File: config.mk
export PLATFORM = sky130hd
export DESIGN_NAME = bus_arbiter_flat
export DESIGN_NICKNAME = d
export VERILOG_FILES = /design/src/rtl/bus_arbiter_pkg.sv /design/src/rtl/bus_arbiter_if.sv /design/src/rtl/bus_arbiter_rr_pick.sv /design/src/rtl/bus_arbiter.sv /design/src/flat_wrapper.sv
export SDC_FILE = /design/constraint.sdc
export NUM_CORES = 1
export LEC_CHECK = 0
export CAP_MARGIN = 15
export CORE_MARGIN = 1
export CORE_UTILIZATION = 50
export CTS_CLUSTER_SIZE = 12
export DETAILED_ROUTE_END_ITERATION = 6
export GPL_ROUTABILITY_DRIVEN = 0
export PLACE_DENSITY = 0.77
export RECOVER_POWER = 25
export SYNTH_ARGS = -nofsm -noshare
export SYNTH_HDL_FRONTEND = slang
export SYNTH_SLANG_ARGS = --single-unit
File: constraint.sdc
create_clock -name clk -period 1.9 [get_ports clk]
set_input_delay 0.38 -clock clk [delete_from_list [all_inputs] [get_ports clk]]
set_output_delay 0.38 -clock clk [all_outputs]
set_load 0.05 [all_outputs]
File: src/rtl/bus_arbiter_pkg.sv
// Shared types and select encoding for the operand-bus arbiter.
// Holds the FSM state enum and the index-to-select-code helper.
package bus_arb_pkg;

    typedef enum logic [1:0] {
        IDLE    = 2'd0,
        GRANT   = 2'd1,
        RELEASE = 2'd2
    } arb_state_t;

    localparam int SEL_W = 4;
    localparam logic [SEL_W-1:0] SEL_IDLE = 4'd0;

    function automatic logic [SEL_W-1:0] sel_code(
        input logic [SEL_W-1:0] idx
    );
        return idx + 4'd1;
    endfunction

endpackage

File: src/rtl/bus_arbiter_if.sv
// Request/grant bundle between the cores and the operand-bus arbiter.
// timeout_err exists only when ARB_TIMEOUT_EN is defined.
interface bus_arbiter_if #(
    parameter int NUM_REQ = 2
);
    import bus_arb_pkg::*;

    logic [NUM_REQ-1:0] req;
    logic [NUM_REQ-1:0] done;
    logic [NUM_REQ-1:0] grant;
    logic [SEL_W-1:0]   select;
    logic               busy;

`ifdef ARB_TIMEOUT_EN
    logic timeout_err;

    modport master (
        output req, done,
        input  grant, select, busy, timeout_err
    );
    modport slave (
        input  req, done,
        output grant, select, busy, timeout_err
    );
`else
    modport master (
        output req, done,
        input  grant, select, busy
    );
    modport slave (
        input  req, done,
        output grant, select, busy
    );
`endif

endinterface

File: src/rtl/bus_arbiter_rr_pick.sv
// Rotating-priority encoder: first requester found at or after ptr wins.
// Purely combinational; ptr must be below NUM_REQ.
module rr_pick #(
    parameter int NUM_REQ = 2
) (
    input  logic [NUM_REQ-1:0] req,
    input  logic [3:0]         ptr,
    output logic [3:0]         winner,
    output logic               valid
);

    logic [4:0]         idx;
    logic [NUM_REQ-1:0] shr;

    always_comb begin
        valid  = 1'b0;
        winner = 4'd0;
        idx    = 5'd0;
        shr    = '0;
        for (int i = 0; i < NUM_REQ; i++) begin
            idx = {1'b0, ptr} + 5'(i);
            // wrap past the last requester back to index 0
            if (idx >= 5'(NUM_REQ)) begin
                idx = idx - 5'(NUM_REQ);
            end
            shr = req >> idx;
            if (!valid && shr[0]) begin
                valid  = 1'b1;
                winner = idx[3:0];
            end
        end
    end

endmodule

File: src/rtl/bus_arbiter.sv
// Round-robin arbiter for the shared 16-bit operand bus (IDLE/GRANT/RELEASE).
// Define ARB_TIMEOUT_EN to add the MAX_HOLD forced release and timeout_err.
module bus_arbiter
    import bus_arb_pkg::*;
#(
    parameter int NUM_REQ  = 2,
    parameter int MAX_HOLD = 16
) (
    input logic         clk,
    input logic         rst_n,
    bus_arbiter_if.slave bus
);

    arb_state_t state, state_nx;
    logic [3:0] ptr, ptr_nx;
    logic [3:0] owner, owner_nx;
    logic [3:0] winner;
    logic       win_valid;
    logic       release_req;
    logic       timeout_hit;
    logic [NUM_REQ-1:0] own_mask;

    rr_pick #(
        .NUM_REQ(NUM_REQ)
    ) u_pick (
        .req   (bus.req),
        .ptr   (ptr),
        .winner(winner),
        .valid (win_valid)
    );

    assign own_mask    = {{(NUM_REQ-1){1'b0}}, 1'b1} << owner;
    assign release_req = (|(bus.done & own_mask)) | ~(|(bus.req & own_mask));

`ifdef ARB_TIMEOUT_EN
    localparam int CW = $clog2(MAX_HOLD + 1);

    logic [CW-1:0] hold;
    logic          tmo;

    assign timeout_hit = (hold == CW'(MAX_HOLD - 1));

    // hold counts completed GRANT cycles; cleared whenever not granting
    always_ff @(posedge clk or negedge rst_n) begin
        if (!rst_n) begin
            hold <= '0;
            tmo  <= 1'b0;
        end else begin
            hold <= (state == GRANT) ? hold + 1'b1 : '0;
            tmo  <= (state == GRANT) && !release_req && timeout_hit;
        end
    end

    assign bus.timeout_err = tmo;
`else
    assign timeout_hit = 1'b0;
`endif

    always_ff @(posedge clk or negedge rst_n) begin
        if (!rst_n) begin
            state <= IDLE;
            ptr   <= 4'd0;
            owner <= 4'd0;
        end else begin
            state <= state_nx;
            ptr   <= ptr_nx;
            owner <= owner_nx;
        end
    end

    always_comb begin
        state_nx = state;
        ptr_nx   = ptr;
        owner_nx = owner;
        unique case (state)
            IDLE: begin
                if (win_valid) begin
                    state_nx = GRANT;
                    owner_nx = winner;
                end
            end
            GRANT: begin
                if (release_req || timeout_hit) begin
                    state_nx = RELEASE;
                end
            end
            RELEASE: begin
                state_nx = IDLE;
                ptr_nx   = (owner == 4'(NUM_REQ - 1)) ? 4'd0 : owner + 4'd1;
            end
            default: state_nx = IDLE;
        endcase
    end

    assign bus.grant  = (state == GRANT) ? own_mask : '0;
    assign bus.select = (state == GRANT) ? sel_code(owner) : SEL_IDLE;
    assign bus.busy   = |bus.grant;

endmodule

File: src/flat_wrapper.sv
// flat-port wrapper written by rule: the top's interface ports become plain ports
module bus_arbiter_flat import bus_arb_pkg::*;
#(
    parameter int NUM_REQ  = 2,
    parameter int MAX_HOLD = 16
)
  (clk, rst_n, bus_req, bus_done, bus_grant, bus_select, bus_busy);
  bus_arbiter_if #(.NUM_REQ(NUM_REQ)) bus_i ();
  input logic clk;
  input logic rst_n;
  input wire logic [$bits(bus_i.req)-1:0] bus_req;
  input wire logic [$bits(bus_i.done)-1:0] bus_done;
  output wire logic [$bits(bus_i.grant)-1:0] bus_grant;
  output wire logic [$bits(bus_i.select)-1:0] bus_select;
  output wire logic [$bits(bus_i.busy)-1:0] bus_busy;
  assign bus_i.req = bus_req;
  assign bus_i.done = bus_done;
  assign bus_grant = bus_i.grant;
  assign bus_select = bus_i.select;
  assign bus_busy = bus_i.busy;
  bus_arbiter #(.NUM_REQ(NUM_REQ), .MAX_HOLD(MAX_HOLD)) u_core (.clk(clk), .rst_n(rst_n), .bus(bus_i));
endmodule
==> impl_metrics.tcl <==
set metrics [dict create \
    reg2reg_slack_ns 0.05 \
    finalHoldViolations 0 \
    reg2reg_depth 7 \
    leakagePower_nw 0.455 \
    rows 13 \
    grt_pass1_wl_um 2420 \
    first_iter_violations 9 \
    grt_overflow_total 0 \
    period_needed_ns 1.85 \
    antenna_cells 0 \
    die_area_sq_mm 0.00159 \
    setup_viol 0 \
    ff_latch_area_sq_um 253 \
    grt_usage_pct 23.3 \
    drc_errors 0 \
    grt_start_max_net_pins 11 \
    synth.distinct_cells 32 \
    syn_inst 80 \
    synth_top_area_share_pct 34.9 \
    worst_pin_slew_ns 0.457 \
    synth_top_cells_by_area "dfrtp_1, ha_1, inv_1, nand2_1, a21oi_1" \
    clkTransAtPathRegs_ns 0.08 \
    multiInputGateArea_sq_um 442 \
    ys_seq_area_share_pct 34.9 \
    yosysTopAreaCell "dfrtp_1" \
    dp.cells 107 \
    netlist_top_cells_count "dfrtp_1, inv_1, ha_1" \
    syn_avg_cell_area_sq_um 8.96 \
    yosysMostFrequentCell "dfrtp_1" \
    finalNetCount 113 \
    maxCapViolCount 0 \
    wl_per_cell_um 13.9 \
    status "finished, final reports clean" \
    place_hpwl_um 1240 \
    cts.sink_count 10 \
    finalMaxSlewViolations 0 \
    antenna_found_initial 0 \
    die_h_um 39.9 \
    portBuffers 12 \
    grt_pass1_vias 591 \
    start_kind "flip-flop" \
    die_x_um 39.9 \
    ys.flop_type "dfrtp_1" \
    async_flop_share_pct 100 \
    first_pass_iters 4 \
    numCtsBuffers 3 \
    worst_ep_required_time_ns 2.05 \
    synth_warnings 0 \
    vias_per_cell 5.63 \
    cts_buffer_depth 2 \
    ir_drop_mv 0.947 \
    crit_arrival_ns 2.00 \
    whs_ns 0.493 \
    hp-class "input port to async pin" \
    synth_edf_count 0 \
    coreArea_sq_mm 0.00132 \
    postLayoutCellArea_sq_mm 0.00101 \
    cts_tree "built" \
    ant_nets 0 \
    fill_cells 83 \
    path_max_fanout 4 \
    drive_above_1_share_pct 27.6 \
    r2r_start "u_core.ptr[2]" \
    insertion_delay_ns 0.26 \
    syn_nets 94 \
    p_per_area_mw_per_mm2 1570 \
    fin_util_pct 77.0 \
    start_util_pct 54.4 \
    ctsHtreeMaxLevel 1 \
    ys_ff_latch 10 \
    setup.worst_path.end "u_core.owner[0]" \
    syn_area_sq_um 717 \
    area_growth_pct 41.5 \
    crit_path_start "u_core.ptr[2]" \
    rr_endpoint "u_core.owner[0]" \
    end_kind "flip-flop" \
    path_class "flip-flop to flip-flop" \
    fin_crit_sh_pct 97.5 \
    stdcell_count 113 \
    slew_headroom_pct 69.4 \
    postPlaceCellArea_sq_um 957 \
    pin_count 13 \
    clock_skew_ns 0.00883 \
    fmax_ghz 0.540 \
    num_vias 636 \
    power_mw 1.60 \
    wirelength_um 1570 \
    clock-root-buffer "clkbuf_4" \
]
-- cell type report --
cell class / instances / area share, %
clock buffer: 4 / 3.58
inverter: 10 / 3.70
multi-input combinational: 57 / 43.5
sequential: 10 / 24.9
tap: 15 / 1.85
timing repair buffer: 17 / 22.4
-- cells by family (layout without fill, tap and decap cells) --
| group | after synthesis | after routing | synth area share [%] |
|---|---|---|---|
| multiplexers | 2 | 2 | 2.79 |
| XOR/XNOR | 2 | 2 | 2.44 |
| buffers and inverters | 13 | 31 | 7.85 |
| flip-flops | 10 | 10 | 34.9 |
| AND/OR/NAND/NOR | 25 | 25 | 16.9 |
| adder cells (fa/ha/maj) | 8 | 8 | 14.0 |
| AO/OA/AOI/OAI | 20 | 20 | 21.1 |
-- registers in the layout (all words and copies together) (netlist names) --
signal,flops
u_core.owner,4
u_core.state,2
u_core.ptr,4
-- what timing repair did --
action,in CTS,in global routing
endpoints found under the setup margin,0,7
hold buffers,0,0
resized for setup,0,3
setup buffers,0,2
-- power breakdown --
part,switching (mW),internal (mW)
logic,0.561,0.512
registers,0.0628,0.266
clock network,0.0772,0.116
total,0.701,0.894
-- cells in the final DEF, fill, tap and decap left out, drive strengths merged, types with 2 or more instances in the layout --
master	n
buf	12
inv	10
dfrtp	10
ha	8
nand2	7
nor2	5
a21oi	5
nor2b	4
clkdlybuf4s50	4
clkbuf	4
nor3	3
o21ai	3
and2	2
mux2i	2
o31ai	2
-- routing by layer --
layer,wire [um],global-route usage [%]
met1,738,29.4
met2,780,39.5
met3,40,3.41
met4,12,7.76
met5,0,0
-- stage by stage --
stage / TNS, ns / setup WS (ns)
2_1_floorplan: -0.00698 / -0.00698
3_3_place_gp: 0 / 0.119
3_5_place_dp: 0 / 0.0861
4_1_cts: 0 / 0.0126
5_1_grt: -0.00468 / -0.00468
6_report: 0 / 0.0475
-- how the worst min path moves through the flow --
| stage | depth (start not counted) | endpoint | startpoint | slack [ns] |
|---|---|---|---|---|
| 2_1_floorplan | 0 | u_core.owner[0] | rst_n | 0.08 |
| 3_3_place_gp | 2 | u_core.ptr[3] | u_core.ptr[3] | 0.47 |
| 3_5_place_dp | 2 | u_core.ptr[3] | u_core.ptr[3] | 0.48 |
| 4_1_cts | 1 | u_core.owner[3] | rst_n | 0.44 |
| 5_1_grt | 1 | u_core.state[0] | rst_n | 0.54 |
| 6_report | 1 | u_core.owner[3] | rst_n | 0.49 |
-- worst max-delay path: stages (launching register included) --
cell	delay, ns
dfrtp_1	0.41
inv_2	0.08
ha_1	0.18
ha_1	0.26
a32oi_1	0.09
a211o_1	0.34
a2bb2oi_1	0.17
o22a_1	0.20
No activity file was read; power rests on OpenSTA's default activity.
